$ cat config.mk
export PLATFORM = sky130hd
export DESIGN_NAME = dmem_demux_router
export DESIGN_NICKNAME = d
export VERILOG_FILES = /design/src/rtl/dmem_pkg.sv /design/src/rtl/dmem_addr_decode.sv /design/src/rtl/dmem_demux_router.sv
export SDC_FILE = /design/constraint.sdc
export NUM_CORES = 1
export LEC_CHECK = 0
export CAP_MARGIN = 10
export CELL_PAD_IN_SITES_DETAIL_PLACEMENT = 1
export CELL_PAD_IN_SITES_GLOBAL_PLACEMENT = 1
export CORE_MARGIN = 1.5
export CORE_UTILIZATION = 27
export DETAILED_ROUTE_END_ITERATION = 8
export PLACE_DENSITY = 0.76
export SETUP_SLACK_MARGIN = 0.5
export SLEW_MARGIN = 25
export SYNTH_ARGS = -nofsm -noshare
export SYNTH_HDL_FRONTEND = slang
export SYNTH_SLANG_ARGS = --single-unit
$ cat constraint.sdc
create_clock -name clk -period 2.1 [get_ports clk]
set_input_delay 0.42 -clock clk [delete_from_list [all_inputs] [get_ports clk]]
set_output_delay 0.42 -clock clk [all_outputs]
set_load 0.05 [all_outputs]
$ cat src/rtl/dmem_pkg.sv
// dmem_pkg: shared state type, default window/timeout values and target
// indices for the data-memory request router and its address decoder.
package dmem_pkg;

   typedef enum logic [1:0] {
      IDLE,
      FWD,
      WAIT,
      RESP
   } state_t;

   localparam logic [31:0] DEF_MMIO_BASE = 32'h8000_0000;
   localparam logic [31:0] DEF_MMIO_SIZE = 32'h0001_0000;
   localparam int unsigned DEF_TIMEOUT   = 16;

   localparam logic TGT_RAM  = 1'b0;
   localparam logic TGT_MMIO = 1'b1;

   // True when addr falls in the power-of-two window starting at base.
   function automatic logic in_window(input logic [31:0] addr,
                                      input logic [31:0] base,
                                      input logic [31:0] size);
      return (addr & ~(size - 32'd1)) == base;
   endfunction

endpackage

$ cat src/rtl/dmem_addr_decode.sv
// dmem_addr_decode: combinational MMIO window compare; sel = 1 selects the
// MMIO target, sel = 0 the data RAM.
module dmem_addr_decode
   import dmem_pkg::*;
#(
   parameter logic [31:0] MMIO_BASE = DEF_MMIO_BASE,
   parameter logic [31:0] MMIO_SIZE = DEF_MMIO_SIZE
) (
   input  logic [31:0] addr,
   output logic        sel
);

   // Mask off the in-window offset bits and match against the base.
   always_comb begin
      sel = in_window(addr, MMIO_BASE, MMIO_SIZE) ? TGT_MMIO : TGT_RAM;
   end

endmodule

$ cat src/rtl/dmem_demux_router.sv
// dmem_demux_router: steers one core data-memory request at a time to either
// the data RAM (port 0) or the MMIO peripherals (port 1), returns the read
// response, and reports a bus error if the target does not answer in time.
module dmem_demux_router
   import dmem_pkg::*;
#(
   parameter logic [31:0] MMIO_BASE = DEF_MMIO_BASE,
   parameter logic [31:0] MMIO_SIZE = DEF_MMIO_SIZE,
   parameter int unsigned TIMEOUT   = DEF_TIMEOUT
) (
   input  logic        clk,
   input  logic        rst_n,

   input  logic        req_valid,
   output logic        req_ready,
   input  logic [31:0] req_addr,
   input  logic        req_we,
   input  logic [31:0] req_wdata,
   input  logic [3:0]  req_be,

   output logic        rsp_valid,
   output logic [31:0] rsp_rdata,
   output logic        rsp_err,

   output logic        t0_valid,
   output logic        t1_valid,
   input  logic        t0_ready,
   input  logic        t1_ready,
   output logic [31:0] t_addr,
   output logic        t_we,
   output logic [31:0] t_wdata,
   output logic [3:0]  t_be,
   input  logic        t0_rsp_valid,
   input  logic        t1_rsp_valid,
   input  logic [31:0] t0_rsp_rdata,
   input  logic [31:0] t1_rsp_rdata
);

   localparam int unsigned   CW       = $clog2(TIMEOUT) + 1;
   localparam logic [CW-1:0] CNT_LAST = CW'(TIMEOUT - 1);
   localparam logic [CW-1:0] CNT_MAX  = '1;

   state_t        state_q;
   state_t        state_d;
   logic          sel_q;
   logic [CW-1:0] cnt_q;
   logic [31:0]   rdata_q;
   logic          err_q;

   logic          addr_sel;
   logic          tgt_ready;
   logic          tgt_rsp_valid;
   logic [31:0]   tgt_rsp_rdata;
   logic          timeout_hit;

   dmem_addr_decode #(
      .MMIO_BASE (MMIO_BASE),
      .MMIO_SIZE (MMIO_SIZE)
   ) u_decode (
      .addr (req_addr),
      .sel  (addr_sel)
   );

   // Pick the handshake and response signals of the latched target only.
   always_comb begin
      tgt_ready     = 1'b0;
      tgt_rsp_valid = 1'b0;
      tgt_rsp_rdata = '0;
      if (sel_q == TGT_MMIO) begin
         tgt_ready     = t1_ready;
         tgt_rsp_valid = t1_rsp_valid;
         tgt_rsp_rdata = t1_rsp_rdata;
      end else begin
         tgt_ready     = t0_ready;
         tgt_rsp_valid = t0_rsp_valid;
         tgt_rsp_rdata = t0_rsp_rdata;
      end
      timeout_hit = (cnt_q == CNT_LAST);
   end

   // State register.
   always_ff @(posedge clk) begin
      if (!rst_n) begin
         state_q <= IDLE;
      end else begin
         state_q <= state_d;
      end
   end

   // Next-state and handshake/response outputs.
   always_comb begin
      state_d   = state_q;
      req_ready = 1'b0;
      t0_valid  = 1'b0;
      t1_valid  = 1'b0;
      rsp_valid = 1'b0;
      rsp_rdata = '0;
      rsp_err   = 1'b0;
      case (state_q)
         IDLE: begin
            // Gated by rst_n so every output reads 0 while reset is held.
            req_ready = rst_n;
            if (req_valid) begin
               state_d = FWD;
            end
         end
         FWD: begin
            t0_valid = (sel_q == TGT_RAM);
            t1_valid = (sel_q == TGT_MMIO);
            if (tgt_ready) begin
               state_d = WAIT;
            end
         end
         WAIT: begin
            if (tgt_rsp_valid || timeout_hit) begin
               state_d = RESP;
            end
         end
         RESP: begin
            rsp_valid = 1'b1;
            rsp_rdata = rdata_q;
            rsp_err   = err_q;
            state_d   = IDLE;
         end
         default: begin
            state_d = IDLE;
         end
      endcase
   end

   // Request latch, wait counter and response capture.
   always_ff @(posedge clk) begin
      if (!rst_n) begin
         t_addr  <= '0;
         t_we    <= 1'b0;
         t_wdata <= '0;
         t_be    <= '0;
         sel_q   <= TGT_RAM;
         cnt_q   <= '0;
         rdata_q <= '0;
         err_q   <= 1'b0;
      end else begin
         case (state_q)
            IDLE: begin
               if (req_valid) begin
                  t_addr  <= req_addr;
                  t_we    <= req_we;
                  t_wdata <= req_wdata;
                  t_be    <= req_be;
                  sel_q   <= addr_sel;
               end
            end
            FWD: begin
               if (tgt_ready) begin
                  cnt_q <= '0;
               end
            end
            WAIT: begin
               if (cnt_q != CNT_MAX) begin
                  cnt_q <= cnt_q + 1'b1;
               end
               // A response in the timeout cycle still wins.
               if (tgt_rsp_valid) begin
                  rdata_q <= t_we ? '0 : tgt_rsp_rdata;
                  err_q   <= 1'b0;
               end else if (timeout_hit) begin
                  rdata_q <= '0;
                  err_q   <= 1'b1;
               end
            end
            default: begin
            end
         endcase
      end
   end

endmodule

==> flow_summary.yaml <==
clocking:
  numCtsBuffers: 9
  insertion_delay_ps: 350
  cts.sinks: 110
  clkSlewWorstSetupHoldPaths_ps: 70
  cts_tree: "built"
  clock_path_buffers: 2
  cts_htree_levels: 3
  cts_hold_buffers: 0
  root_buffer: "clkbuf_16"
timing:
  skew_ps: 8.66
  max_clock_freq_ghz: 0.546
  tightest_slew_ps: 438
  setup_viol: 0
  period_share: 0.872
  hold_viol: 0
  rsz0062_at_grt: "true"
  setup_slack_ps: 269
  max_slew_margin: 0.702
  min_period_ps: 1830
  maxSlewViolCount: 0
route:
  drt_iter0_markers: 192
  drc: 0
  vias: 5303
  drt_wl_total_mm: 20.9
  ant_nets: 0
  wl_per_cell_um: 19.6
  drt-pass1-iter-count: 4
  vias_per_cell: 4.99
pwr:
  p_total_mw: 8.85
  peakVddDrop_v: 0.000470
  leakage_nw: 3.25
  power.density_nw_per_um2: 967
global_routing:
  grt_max_degree: 71
  grt_overflow: 0
  grt_pass1_vias: 5461
  grtUsageTotal: 0.208
  antenna_found_initial: 0
  grt_first_pass_wirelength_mm: 29.5
yosys:
  ys_types: 31
  synth_seq_area_share: 0.469
  synth_area_sq_um: 4690
  syn_nets: 730
  ys_ff_latch: 110
  yosys_warnings: 0
  synthCells: 583
  avgSynthCellArea_sq_um: 8.05
layout:
  diodes: 0
  drive_above_1_share: 0.335
  final_nets: 980
  final_cells: 1063
  area_growth_pct: 95.0
worst_setup_path:
  critPathLaunchType: "register"
  required_ps: 1680
  cp-end-kind: "output port"
  crit_arrival_ps: 1410
  cp_max_fo: 17
  worstSetupPathType: "register to output port"
floorplan:
  dieHeight_um: 135
  die_area_sq_um: 18200
  rows: 48
  start_util: 0.274
  io_pins: 246
  die_w_um: 135
  fp.coreArea_sq_um: 17100
worst_hold_path:
  hp-class: "register to register"
status:
  status: "finished clean"
place:
  hpwl_mm: 12.8
  dp_slack_ps: -92.4
  gp_congestion: 0.744
  io_buffer_count: 245
  dp_cells: 1016
flow_run:
  cap_violations: 0
## per-layer routing
| metal | track usage | share of wire | up-vias |
|---|---|---|---|
| li1 | - | - | 2461 |
| met3 | 0.0653 | 0.084 | 34 |
| met1 | 0.228 | 0.37 | 2585 |
| met2 | 0.377 | 0.52 | 223 |
| met4 | 0.0729 | 0.025 | 0 |
| met5 | 0 | 0 | - |
## path summary, 6_finish.rpt
kind / slack (ps) / start / end / cells after the start
max: 270 / state_q[1]$_SDFFE_PN0P_ / rsp_rdata[6] / 4
min: 450 / t_wdata[8]$_SDFFE_PN0P_ / t_wdata[8]$_SDFFE_PN0P_ / 2
max reg2reg: 290 / cnt_q[0]$_SDFFE_PN0P_ / cnt_q[3]$_SDFFE_PN0P_ / 8
min reg2reg: 450 / t_wdata[8]$_SDFFE_PN0P_ / t_wdata[8]$_SDFFE_PN0P_ / 2
## placed cells by master (no fill, tap or decap), types with 3 or more instances in the layout
| cell | netlist | final |
|---|---|---|
| a21oi_1 | 104 | 77 |
| a21oi_2 | 0 | 21 |
| a21oi_4 | 0 | 6 |
| and2_2 | 0 | 3 |
| and2_4 | 0 | 33 |
| buf_12 | 0 | 49 |
| buf_16 | 0 | 3 |
| buf_4 | 1 | 18 |
| buf_6 | 0 | 5 |
| clkbuf_16 | 0 | 12 |
| clkdlybuf4s15_2 | 0 | 67 |
| clkdlybuf4s50_1 | 0 | 137 |
| clkinv_2 | 0 | 3 |
| dfxtp_1 | 110 | 104 |
| dfxtp_4 | 0 | 5 |
| ha_4 | 0 | 7 |
| inv_1 | 5 | 4 |
| mux2i_1 | 37 | 30 |
| mux2i_2 | 0 | 5 |
| mux2i_4 | 0 | 3 |
| nand2_1 | 143 | 141 |
| nor2_1 | 38 | 35 |
| nor2_2 | 0 | 3 |
| nor4_1 | 35 | 16 |
| nor4_2 | 0 | 16 |
| nor4_4 | 0 | 3 |
## power by group
part	switching, mW	total, mW	internal, mW
clock network	0.823	1.66	0.841
logic	2.69	4.48	1.79
registers	0.247	2.70	2.46
## cell type report
cell class / instances / area (sq um)
clock buffer: 11 / 243
clock inverter: 5 / 35.0
fill: 1853 / 7970
inverter: 6 / 23.8
multi-input combinational: 422 / 2870
sequential: 110 / 2220
tap: 225 / 282
timing repair buffer: 284 / 3470
## per-stage QoR
step                      hold WS [ps]  setup TNS [ps]  utilization  area (sq um)
after floorplan                    448               0            -          4800
after detailed placement           448           -1590        0.460          7880
final                              454               0        0.535          9150
after global routing               485               0        0.535          9150
after global placement             442           -19.1        0.460          7880
after CTS                          456               0        0.505          8640
## sequential cells by signal, indices dropped and copies added (netlist names)
name and count:
state_q 2, rdata_q 32, err_q 1, t_addr 32
t_we 1, cnt_q 5, sel_q 1, t_be 4
t_wdata 32
## kinds of logic (layout without fill, tap and decap cells)
logic type / Yosys count / after routing / share of synthesized area
buffers and inverters: 52 / 306 / 0.0440
adders and majority gates: 7 / 7 / 0.0187
AOI/OAI and AO/OA: 113 / 113 / 0.129
xor gates and xnor gates: 1 / 1 / 0.00187
DFF: 110 / 110 / 0.469
muxes: 38 / 39 / 0.0813
and+or+nand+nor: 262 / 262 / 0.256
## critical path, stage by stage, from the launching register on
cell	delay, ps
dfxtp_4	370
ha_4	180
buf_12	150
and2_2	210
buf_12	150
## cells in the mapped netlist, drive strengths merged
| cell | count | area share |
|---|---|---|
| nand2 | 143 | 0.11 |
| dfxtp | 110 | 0.47 |
| a21oi | 104 | 0.11 |
| nor2 | 38 | 0.030 |
| and2 | 37 | 0.049 |
| clkbuf | 37 | 0.030 |
| mux2i | 37 | 0.079 |
| nor4 | 35 | 0.047 |
| buf | 9 | 0.0096 |
| ha | 7 | 0.019 |
| inv | 6 | 0.0048 |
| a211oi | 4 | 0.0091 |
| nand4 | 2 | 0.0027 |
| a21bo | 1 | 0.0021 |
| a221oi | 1 | 0.0019 |
| a31oi | 1 | 0.0013 |
| and3 | 1 | 0.0013 |
| and4b | 1 | 0.0021 |
| mux2 | 1 | 0.0024 |
| nand3b | 1 | 0.0016 |
| nor2b | 1 | 0.0013 |
| nor3 | 1 | 0.0011 |
| nor4b | 1 | 0.0032 |
| o21a | 1 | 0.0016 |
| o21ai | 1 | 0.0019 |
| or3b | 1 | 0.0019 |
| xnor2 | 1 | 0.0019 |
## timing repair
action	in CTS	in global routing
setup buffers	18	7
gates cloned	3	3
endpoints found under the setup margin	194	105
pin swaps	8	41
resized for setup	244	80
Power figures use the tool's default switching activity.
